### src/rtl/tcpdump_pkg.sv
// tcpdump_pkg: shared state type, word size and burst sizing rule for the capture read path
package tcpdump_pkg;
  typedef enum logic [1:0] {IDLE, REQ, DATA, DONE} rd_state_t;
  localparam int WORD_BYTES = 4;
  function automatic logic [31:0] burst_len(input logic [31:0] remaining, input logic [31:0] max, input logic single);
    return single ? 32'd1 : (remaining < max ? remaining : max);
  endfunction
endpackage

### src/rtl/rd_ctrl_if.sv
// rd_ctrl_if: control, Avalon-MM read and FIFO write signals of the packet read controller
interface rd_ctrl_if #(
  parameter int DATA_W  = 32,
  parameter int ADDR_W  = 32,
  parameter int BURST_W = 16
);
  logic               rd_ctrl, almost_full, rd_ctrl_rdy, fifo_wr;
  logic               read, waitrequest, readdatavalid;
  logic [31:0]        control;
  logic [ADDR_W-1:0]  pkt_begin, pkt_end, address;
  logic [DATA_W-1:0]  fifo_in, readdata;
  logic [BURST_W-1:0] burstcount;
  modport master (
    input  rd_ctrl, almost_full, control, pkt_begin, pkt_end, waitrequest, readdata, readdatavalid,
    output rd_ctrl_rdy, fifo_in, fifo_wr, address, read, burstcount
  );
  modport slave (
    output rd_ctrl, almost_full, control, pkt_begin, pkt_end, waitrequest, readdata, readdatavalid,
    input  rd_ctrl_rdy, fifo_in, fifo_wr, address, read, burstcount
  );
endinterface

### src/rtl/rd_ctrl.sv
// rd_ctrl: Avalon-MM burst read master pushing one packet into the output FIFO; RD_CTRL_BSWAP_EN byte-reverses each word
module rd_ctrl
  import tcpdump_pkg::*;
#(
  parameter int DATA_W    = 32,
  parameter int ADDR_W    = 32,
  parameter int MAX_BURST = 8,
  parameter int BURST_W   = 16
) (
  input logic        clk,
  input logic        reset,
  rd_ctrl_if.master  bus
);
  rd_state_t          state_q, state_d;
  logic [ADDR_W-1:0]  addr_q, addr_d, rem_q, rem_d, words;
  logic [ADDR_W:0]    span;
  logic [BURST_W-1:0] bc_q, bc_d, beats_q, beats_d;
  logic               read_q, read_d, wr_q, wr_d, rdy_q, rdy_d;
  logic [DATA_W-1:0]  dat_q, dat_d, rd_word;

  assign span  = {1'b0, bus.pkt_end} - {1'b0, bus.pkt_begin} + (ADDR_W+1)'(3);
  assign words = (bus.pkt_end < bus.pkt_begin) ? '0 : ADDR_W'(span >> 2);

`ifdef RD_CTRL_BSWAP_EN
  assign rd_word = {<<8{bus.readdata}};
`else
  assign rd_word = bus.readdata;
`endif

  assign bus.address     = addr_q;
  assign bus.read        = read_q;
  assign bus.burstcount  = bc_q;
  assign bus.fifo_in     = dat_q;
  assign bus.fifo_wr     = wr_q;
  assign bus.rd_ctrl_rdy = rdy_q;

  // state and output registers; reset aborts any burst in flight
  always_ff @(posedge clk or negedge reset)
    if (!reset) begin
      state_q <= IDLE;
      addr_q  <= '0;
      rem_q   <= '0;
      bc_q    <= '0;
      beats_q <= '0;
      read_q  <= 1'b0;
      wr_q    <= 1'b0;
      rdy_q   <= 1'b0;
      dat_q   <= '0;
    end else begin
      state_q <= state_d;
      addr_q  <= addr_d;
      rem_q   <= rem_d;
      bc_q    <= bc_d;
      beats_q <= beats_d;
      read_q  <= read_d;
      wr_q    <= wr_d;
      rdy_q   <= rdy_d;
      dat_q   <= dat_d;
    end

  // next state: latch the packet, issue bursts while the FIFO has room, count returning beats
  always_comb begin
    state_d = state_q;
    addr_d  = addr_q;
    rem_d   = rem_q;
    bc_d    = bc_q;
    beats_d = beats_q;
    read_d  = read_q;
    wr_d    = 1'b0;
    dat_d   = dat_q;
    case (state_q)
      IDLE: if (bus.rd_ctrl) begin
        addr_d  = bus.pkt_begin;
        rem_d   = words;
        state_d = (words == '0) ? DONE : REQ;
      end
      REQ: if (read_q) begin
        if (!bus.waitrequest) begin
          read_d  = 1'b0;
          rem_d   = rem_q - ADDR_W'(bc_q);
          addr_d  = addr_q + ADDR_W'(bc_q) * ADDR_W'(WORD_BYTES);
          beats_d = bc_q;
          state_d = DATA;
        end
      end else if (!bus.almost_full) begin
        read_d = 1'b1;
        bc_d   = BURST_W'(burst_len(32'(rem_q), 32'(MAX_BURST), bus.control[0]));
      end
      DATA: if (bus.readdatavalid) begin
        wr_d    = 1'b1;
        dat_d   = rd_word;
        beats_d = beats_q - BURST_W'(1);
        if (beats_q == BURST_W'(1)) state_d = (rem_q == '0) ? DONE : REQ;
      end
      DONE: if (!bus.rd_ctrl) state_d = IDLE;
      default: state_d = IDLE;
    endcase
    rdy_d = (state_d == DONE);
  end
endmodule

### src/flat_wrapper.sv
// flat-port wrapper written by rule: the top's interface ports become plain ports
module rd_ctrl_flat import tcpdump_pkg::*;
#(
  parameter int DATA_W    = 32,
  parameter int ADDR_W    = 32,
  parameter int MAX_BURST = 8,
  parameter int BURST_W   = 16
)
  (clk, reset, bus_rd_ctrl, bus_almost_full, bus_control, bus_pkt_begin, bus_pkt_end, bus_waitrequest, bus_readdata, bus_readdatavalid, bus_rd_ctrl_rdy, bus_fifo_in, bus_fifo_wr, bus_address, bus_read, bus_burstcount);
  rd_ctrl_if #(.DATA_W(DATA_W), .ADDR_W(ADDR_W), .BURST_W(BURST_W)) bus_i ();
  input logic clk;
  input logic reset;
  input wire logic [$bits(bus_i.rd_ctrl)-1:0] bus_rd_ctrl;
  input wire logic [$bits(bus_i.almost_full)-1:0] bus_almost_full;
  input wire logic [$bits(bus_i.control)-1:0] bus_control;
  input wire logic [$bits(bus_i.pkt_begin)-1:0] bus_pkt_begin;
  input wire logic [$bits(bus_i.pkt_end)-1:0] bus_pkt_end;
  input wire logic [$bits(bus_i.waitrequest)-1:0] bus_waitrequest;
  input wire logic [$bits(bus_i.readdata)-1:0] bus_readdata;
  input wire logic [$bits(bus_i.readdatavalid)-1:0] bus_readdatavalid;
  output wire logic [$bits(bus_i.rd_ctrl_rdy)-1:0] bus_rd_ctrl_rdy;
  output wire logic [$bits(bus_i.fifo_in)-1:0] bus_fifo_in;
  output wire logic [$bits(bus_i.fifo_wr)-1:0] bus_fifo_wr;
  output wire logic [$bits(bus_i.address)-1:0] bus_address;
  output wire logic [$bits(bus_i.read)-1:0] bus_read;
  output wire logic [$bits(bus_i.burstcount)-1:0] bus_burstcount;
  assign bus_i.rd_ctrl = bus_rd_ctrl;
  assign bus_i.almost_full = bus_almost_full;
  assign bus_i.control = bus_control;
  assign bus_i.pkt_begin = bus_pkt_begin;
  assign bus_i.pkt_end = bus_pkt_end;
  assign bus_i.waitrequest = bus_waitrequest;
  assign bus_i.readdata = bus_readdata;
  assign bus_i.readdatavalid = bus_readdatavalid;
  assign bus_rd_ctrl_rdy = bus_i.rd_ctrl_rdy;
  assign bus_fifo_in = bus_i.fifo_in;
  assign bus_fifo_wr = bus_i.fifo_wr;
  assign bus_address = bus_i.address;
  assign bus_read = bus_i.read;
  assign bus_burstcount = bus_i.burstcount;
  rd_ctrl #(.DATA_W(DATA_W), .ADDR_W(ADDR_W), .MAX_BURST(MAX_BURST), .BURST_W(BURST_W)) u_core (.clk(clk), .reset(reset), .bus(bus_i));
endmodule
### config.mk
export PLATFORM = sky130hd
export DESIGN_NAME = rd_ctrl_flat
export DESIGN_NICKNAME = d
export VERILOG_FILES = /design/src/rtl/tcpdump_pkg.sv /design/src/rtl/rd_ctrl_if.sv /design/src/rtl/rd_ctrl.sv /design/src/flat_wrapper.sv
export SDC_FILE = /design/constraint.sdc
export NUM_CORES = 1
export LEC_CHECK = 0
export ABC_CLOCK_PERIOD_IN_PS = 5860
export CAP_MARGIN = 20
export CORE_ASPECT_RATIO = 1.75
export CORE_MARGIN = 8
export CORE_UTILIZATION = 45
export CTS_CLUSTER_DIAMETER = 40
export DETAILED_ROUTE_END_ITERATION = 16
export GPL_ROUTABILITY_DRIVEN = 0
export PLACE_DENSITY = 0.79
export SKIP_CTS_REPAIR_TIMING = 1
export SLEW_MARGIN = 0
export SYNTH_ARGS = -nofsm -noshare
export SYNTH_HDL_FRONTEND = slang
export SYNTH_SLANG_ARGS = --single-unit
### constraint.sdc
create_clock -name clk -period 5.86 [get_ports clk]
set_clock_uncertainty 0.05 [all_clocks]
set_input_delay 1.172 -clock clk [delete_from_list [all_inputs] [get_ports clk]]
set_output_delay 1.172 -clock clk [all_outputs]
set_load 0.1 [all_outputs]
==> summary.md, run 1 <==
| Metric | Value |
|---|---|
| Pre-antenna DRT Iters | 7 |
| Mapped Cells | 1268 |
| Largest net degree at the start of global routing | between 90 and 100 |
| Wire per inst | 19.4 um |
| Max-slew headroom | 0.263 |
| Total power draw | 0.00783 W |
| HP Class | flop to flop |
| GRT overflow | 0 |
| FMAX | 206 MHz |
| End of the worst register-to-register path | u_core.bus.address[30] |
| Min Tclk post-route | 4860 ps |
| Max Slew Vio Count | 0 |
| Critical Path Start Type | primary input |
| Reg-to-Reg Start | u_core.bus.burstcount[0] |
| Vias in the first global route | 11100 |
| Total die area | 0.0295 sq mm |
| Register area share after synthesis | 0.307 |
| Crit path max-delay family | compound AO/OA/AOI/OAI gates |
| P per Cell Area | 571 mW/mm^2 |
| Critical-path top delay cell | o311ai_1 |
| Fillers | 2106 |
| Synth async-reset ratio | 1.00 |
| Critical path type | primary input to flop |
| Syn nets | around 1500 |
| Initial antenna violation count | 0 |
| Synth Cell Area | 0.0109 sq mm |
| Rows | 75 |
| Worst path max stage delay | 560 ps |
| CP arrival | 5170 ps |
| Post-DRT Antenna Nets | 0 |
| DP Cell Count | ~1700 |
| R2R depth | 13 |
| Leakage | 5.83 nW |
| Total Routing Usage GR | 0.228 |
| Count of cell types in the netlist | 86 |
| # diodes | 0 |
| Area grow syn2layout | 26.3% |
| Core Box Area | 0.0238 sq mm |
| CP Cell Sequence | clkdlybuf4s50_1, inv_1, ha_1, inv_1, ha_1, and4b_1, o311ai_4, a21oi_1, and3_1, o311ai_1, a21oi_1, nor4_1, o21ai_0, o21ai_2, and2_1 |
| Unrepaired setup endpoints after global routing | false |
| IO buf count | 185 |
| Clock Latency Late Sink | 430 ps |
| Clk slew on worst S/H paths | around 60 ps |
| Fin crit share | 0.829 |
| Warnings from Yosys | 0 |
| DR vias/cell | 6.02 |
| DRC | 0 |
| Setup_tns | 0 ps |
| Post-Layout Cell Count | 1768 |
| Clock Sinks | 133 |
| Die width | 133 um |
| Post-synth EDFFs | 0 |
| CTS max path bufs | 2 |
| Routed WL | 34200 um |
| VDD IR max | 0.000242 V |
| CP bufs+invs | 3 |
| HP Start | u_core.bus.address[0] |
| Via Count | 10600 |
| Required time worst endpoint | 6170 ps |
| Mapped Avg Cell Area | ~8.6 sq um |
| Final Util | 0.575 |
| Hold path endpoint | u_core.bus.address[0] |
| Clock Root Buffer | clkbuf_16 |
| CTS tree | done |
| Final setup fails | 0 |
| Hold depth | 2 |
| First-pass GRT wire length | 55200 um |
| CTS H-tree depth | 4 |
| Initial Utilization | 0.455 |
| Hold violation count in the final report | 0 |
| Layout Nets | 1694 |
| Seq cells post-synth | 133 |
| CP Max Fanout | 5 |
| Num CTS Buffers | 17 |
| Worst-Margin Slew | around 1100 ps |
| HPWL Detailed | ~27000 um |
| Status | complete, no violations |
| Die Ht | 221 um |
| Share of cells above drive strength 1 | 0.0781 |
| I/O pins | roughly 220 |
| Iter 0 DRT Violations | 831 |
| Critical Path End Type | flop |
| Max cap viols | 0 |
| R2r setup slk | 2090 ps |
| Main synth FF type | dfrtp_1 |
per-layer routing:
layer	share of wire	global-route usage	vias up	routed length (um)
li1	-	-	4975	-
met1	0.37	0.240	5138	12700
met2	0.52	0.416	417	17900
met3	0.055	0.0356	117	1870
met4	0.051	0.135	0	1760
met5	0	0	-	0
power breakdown:
part | internal (W) | switching, W | total [W]
Clock | 0.000756 | 0.000406 | 0.00116
Sequential | 0.00133 | 0.000375 | 0.00170
Combinational | 0.00152 | 0.00344 | 0.00496
Total | 0.00361 | 0.00422 | 0.00783
metrics by stage:
step           instance area [sq um]  hold slack [ps]  worst slack [ps]
6_report                       13700              436              1000
5_1_grt                        13700              464               828
4_1_cts                        13700              435              1020
3_5_place_dp                   13100              420               594
3_3_place_gp                   13100              414               667
2_1_floorplan                  10900              401              1940
worst max-delay path by stage:
stage,start,endpoint,slack [ps],cells after the start
floorplan,bus_pkt_begin[6],u_core.bus.rd_ctrl_rdy,1940,14
global placement,bus_pkt_begin[6],u_core.bus.rd_ctrl_rdy,670,15
detailed placement,bus_pkt_end[2],u_core.bus.rd_ctrl_rdy,590,15
CTS,bus_pkt_end[2],u_core.bus.rd_ctrl_rdy,1020,15
global route,bus_pkt_end[2],u_core.bus.rd_ctrl_rdy,830,15
finish,bus_pkt_end[2],u_core.bus.rd_ctrl_rdy,1000,15
final cells by class:
type                       count  area [sq um]  share of cell area
timing repair buffer         203          1990               0.145
multi-input combinational    995          7000               0.511
clock buffer                  24           492              0.0359
clock inverter                 8           145              0.0106
tap                          308           385              0.0281
inverter                      97           364              0.0266
sequential                   133          3330               0.243
logic make-up (layout without fill, tap and decap cells):
kind of cell	Yosys count	after routing	synth area share
and+or+nand+nor	427	427	0.195
AOI/OAI and AO/OA	380	380	0.239
buffers and inverters	140	332	0.0487
DFF	133	133	0.307
adders and majority gates	113	113	0.142
xor gates and xnor gates	39	39	0.0315
muxes	36	36	0.0371
Yosys cell counts, types with 4 or more instances:
master / number / area share
xor2_1: 13 / 0.010
nand2b_1: 28 / 0.016
nand3_1: 25 / 0.012
or2_2: 10 / 0.0058
dfrtp_1: 133 / 0.31
nor4b_1: 4 / 0.0032
a21oi_1: 88 / 0.041
o31ai_1: 10 / 0.0069
nor3_1: 33 / 0.015
or3_1: 15 / 0.0086
clkbuf_1: 38 / 0.013
nor2b_1: 21 / 0.012
xnor2_1: 26 / 0.021
a31oi_1: 11 / 0.0063
and2_1: 10 / 0.0058
and3_1: 6 / 0.0035
a22oi_1: 22 / 0.015
or4_1: 5 / 0.0035
o211ai_1: 23 / 0.016
nand4_1: 12 / 0.0069
nor3b_1: 8 / 0.0055
a21o_1: 12 / 0.0083
mux2_2: 34 / 0.035
o21ai_0: 90 / 0.042
o211a_1: 7 / 0.0065
fa_1: 17 / 0.031
nor4_1: 15 / 0.0086
ha_1: 96 / 0.11
inv_1: 97 / 0.034
o21a_1: 14 / 0.0097
a221o_1: 8 / 0.0074
o21ai_1: 6 / 0.0028
a221oi_1: 5 / 0.0040
o221ai_1: 7 / 0.0057
nor2_1: 99 / 0.034
o311ai_0: 7 / 0.0057
a211o_1: 5 / 0.0040
nand2_1: 120 / 0.042
a211oi_1: 9 / 0.0062
nand3b_1: 4 / 0.0028
o32ai_1: 5 / 0.0040
layout by cell type (no fill, tap or decap), drive strengths merged, types with 14 or more instances in the layout:
cell	synthesis	final
a21oi	89	89
a22oi	22	22
buf	5	19
clkbuf	38	24
clkdlybuf4s50	0	184
dfrtp	133	133
fa	17	17
ha	96	96
inv	97	97
mux2	34	34
nand2	120	120
nand2b	28	28
nand3	25	25
nor2	99	99
nor2b	21	21
nor3	33	33
nor4	15	15
o211ai	24	24
o21a	14	14
o21ai	99	99
or3	15	15
xnor2	26	26
worst reg2reg max path, cell delays in order (launching register included):
cell,delay [ps]
dfrtp_1,460
ha_1,230
inv_1,70
fa_1,380
nor2b_1,200
o21ai_1,100
a21boi_0,270
o21ai_0,160
a21o_1,260
o21ai_2,260
a41o_2,330
nand2_1,150
or4b_2,630
o211ai_1,120
flip-flops by register name (all words and copies together), names as in the netlist:
register / flops
u_core.bus.fifo_in: 32
u_core.beats_q: 16
u_core.bus.read: 1
u_core.bus.fifo_wr: 1
u_core.bus.burstcount: 16
u_core.rem_q: 32
u_core.bus.address: 32
u_core.bus.rd_ctrl_rdy: 1
u_core.state_q: 2
No activity file was read; power rests on OpenSTA's default activity.
==> run 2: changes to the inputs <==
--- a/config.mk
+++ b/config.mk
@@ -5,7 +5,7 @@
 export SDC_FILE = /design/constraint.sdc
 export NUM_CORES = 1
 export LEC_CHECK = 0
-export ABC_CLOCK_PERIOD_IN_PS = 5860
+export ABC_CLOCK_PERIOD_IN_PS = 4800
 export CAP_MARGIN = 20
 export CORE_ASPECT_RATIO = 1.75
 export CORE_MARGIN = 8
==> constraint.sdc (replaced) <==
create_clock -name clk -period 4.8 [get_ports clk]
set_clock_uncertainty 0.05 [all_clocks]
set_input_delay 0.96 -clock clk [delete_from_list [all_inputs] [get_ports clk]]
set_output_delay 0.96 -clock clk [all_outputs]
set_load 0.1 [all_outputs]
==> run 2 against run 1 <==
Compared with the run above:
- worst setup slack got worse by 570 ps
- critical path depth grew 2
- hold slack better by 9.9 ps
- clock power up 17%
- register-to-register slack got worse by 930 ps
- total power up 22%
- count of clock-buffer cells in the layout down 3
- flip-flop and latch count is the same
- final cell count is 2.7% higher
- critical path type unchanged
- highest routed layer unchanged
==> summary.md, run 2 (synthesis gave the netlist of run 1 again) <==
| Metric | Value |
|---|---|
| Status | complete, no violations |
| # diodes | 0 (unchanged) |
| Num CTS Buffers | 17 (unchanged) |
| Post-DRT Antenna Nets | 0 (unchanged) |
| Worst path max stage delay | 550 ps (about the same) |
| Initial antenna violation count | 0 (unchanged) |
| HPWL Detailed | 27700 um (+3.1%) |
| Largest net degree at the start of global routing | 79 (-19%) |
| Most frequent cells in the layout | clkdlybuf4s50_1 (184), dfrtp_1 (133), nand2_1 (120) |
| Clock Sinks | 133 (unchanged) |
| Leakage | 6.06 nW (+3.8%) |
| Sw Ratio | 0.538 (-0.00101) |
| IO buf count | 185 (unchanged) |
| CP arrival | 4670 ps (-500 ps) |
| Min Tclk post-route | 4360 ps |
| Critical Path Start Type | primary input |
| Setup_tns | 0 ps (unchanged) |
| DR vias/cell | 5.95 (-1.2%) |
| Critical-path top delay cell | fa_1 |
| Clk pwr share | 0.142 (-0.007) |
| Rows | 75 (unchanged) |
| First-pass GRT wire length | 55100 um (about the same) |
| Power Internal | 0.00442 W (+23%) |
| P per Cell Area | 682 mW/mm^2 (+19%) |
| Layout Nets | 1743 (+2.9%) |
| Clk slew on worst S/H paths | 60 ps (about the same) |
| Wire per inst | 19.0 um (-1.9%) |
| Commonest non-fill, non-tap cell in the layout | clkdlybuf4s50_1 |
| CTS tree | done |
| VDD IR max | 0.000334 V (+38%) |
| R2r setup slk | 1160 ps (-930 ps) |
| DRC | 0 (unchanged) |
| Fin Hold WS | 446 ps (+9.91 ps) |
| CP Max Fanout | 4 (-1) |
| Clock Latency Late Sink | 420 ps (about the same) |
| Core Box Area | 0.0238 sq mm (unchanged) |
| Psw | 0.00515 W (+22%) |
| CTS max path bufs | 2 (unchanged) |
| Critical path type | primary input to flop |
| Via Count | 10800 (+1.5%) |
| R2R depth | 13 (unchanged) |
| Max cap viols | 0 (unchanged) |
| Required time worst endpoint | 5110 ps (-1060 ps) |
| Worst-Margin Slew | 1100 ps (-4.63 ps) |
| Total Routing Usage GR | 0.228 (about the same) |
| FMAX | 229 MHz |
| Fin crit share | 0.909 |
| Die width | 133 um (unchanged) |
| Sequential Power Share | 0.217 (about the same) |
| HP Start | u_core.bus.address[0] |
| Comb power frac | 0.641 (+0.007) |
| GRT overflow | 0 (unchanged) |
| Critical Path End Type | flop |
| Post-DP Area | 0.0134 sq mm (+2.8%) |
| Hold depth | 2 (unchanged) |
| Hold violation count in the final report | 0 (unchanged) |
| End of the worst register-to-register path | u_core.bus.address[30] |
| Clock Root Buffer | clkbuf_16 |
| Final setup fails | 0 (unchanged) |
| Initial Utilization | 0.455 (unchanged) |
| Hold path endpoint | u_core.bus.address[0] |
| I/O pins | 217 (unchanged) |
| Unrepaired setup endpoints after global routing | false |
| Reg-to-Reg Start | u_core.bus.burstcount[0] |
| HP Class | flop to flop |
| CTS H-tree depth | 4 (unchanged) |
| Cell area after layout | 0.0140 sq mm (+2.5%) |
| Share of cells above drive strength 1 | 0.107 (+0.0293) |
| Die Ht | 221 um (unchanged) |
| Routed WL | 34500 um (+0.73%) |
| Total die area | 0.0295 sq mm (unchanged) |
| Area grow syn2layout | 29.4% |
| Max Slew Vio Count | 0 (unchanged) |
| Max-slew headroom | 0.266 (+0.00309) |
| Pre-antenna DRT Iters | 5 (-2) |
| CP Cell Sequence | clkdlybuf4s50_1, inv_1, ha_1, inv_1, fa_1, nor2b_1, o211ai_1, buf_4, nand4_1, a31oi_1, or3_1, nor3b_1, buf_4, o211a_1, nand4_1, o21ai_2, and2_1 |
| Vias in the first global route | 11200 (+1.0%) |
| Iter 0 DRT Violations | 687 (-17%) |
run 2: cell types whose count changed in the layout (fill, tap and decap cells not counted):
cell      previous run  this run
buf_4               18        67
clkbuf_8             4         1
clkinv_2             2         4
run 2: layer usage:
layer	GRT usage	part of all wire
met5	0	0
met3	0.0383	0.053
met2	0.414	0.52
met1	0.236	0.37
met4	0.148	0.056
run 2: area by class of cell:
type | count | area [sq um]
clock buffer | 21 | 450
clock inverter | 10 | 155
fill | 2085 | 9790
inverter | 97 | 364
multi-input combinational | 995 | 7000
sequential | 133 | 3330
tap | 308 | 385
timing repair buffer | 252 | 2360
run 2: worst max-delay path: cells and delay by family:
kind / cells / cell delay, ps
AO/OA/AOI/OAI: 4 / 1040
adder cells (fa/ha/maj): 2 / 730
buffers and inverters: 5 / 940
AND/OR/NAND/NOR: 6 / 980
run 2: worst max-delay path by stage:
| stage | slack (ps) | cells after the start | to | from |
|---|---|---|---|---|
| after floorplan | 1010 | 12 | u_core.bus.address[28] | u_core.bus.burstcount[1] |
| after global placement | 90 | 16 | u_core.bus.rd_ctrl_rdy | bus_pkt_end[2] |
| after detailed placement | 70 | 15 | u_core.bus.rd_ctrl_rdy | bus_pkt_end[2] |
| after CTS | 500 | 15 | u_core.bus.rd_ctrl_rdy | bus_pkt_end[2] |
| after global routing | 90 | 15 | u_core.bus.rd_ctrl_rdy | bus_pkt_begin[10] |
| final | 440 | 17 | u_core.bus.rd_ctrl_rdy | bus_pkt_begin[6] |
run 2: metrics by stage:
| step | utilization | total power (W) | cells | setup WS, ps |
|---|---|---|---|---|
| 3_3_place_gp | 0.563 | 0.00801 | 1784 | 93.1 |
| 4_1_cts | 0.589 | 0.00956 | 1815 | 500 |
| 3_5_place_dp | 0.563 | 0.00816 | 1784 | 72.3 |
| 5_1_grt | 0.589 | 0.0101 | 1816 | 91.7 |
| 6_report | 0.589 | 0.00957 | 1816 | 436 |
| 2_1_floorplan | - | 0.00656 | 1268 | 1010 |
run 2: power by group through the flow:
stage               Sequential, W  Combinational [W]  Clock (W)
floorplan                 0.00410            0.00247          0
global placement          0.00205            0.00595          0
detailed placement        0.00208            0.00608          0
CTS                       0.00207            0.00611    0.00138
global route              0.00214            0.00653    0.00142
finish                    0.00208            0.00613    0.00136
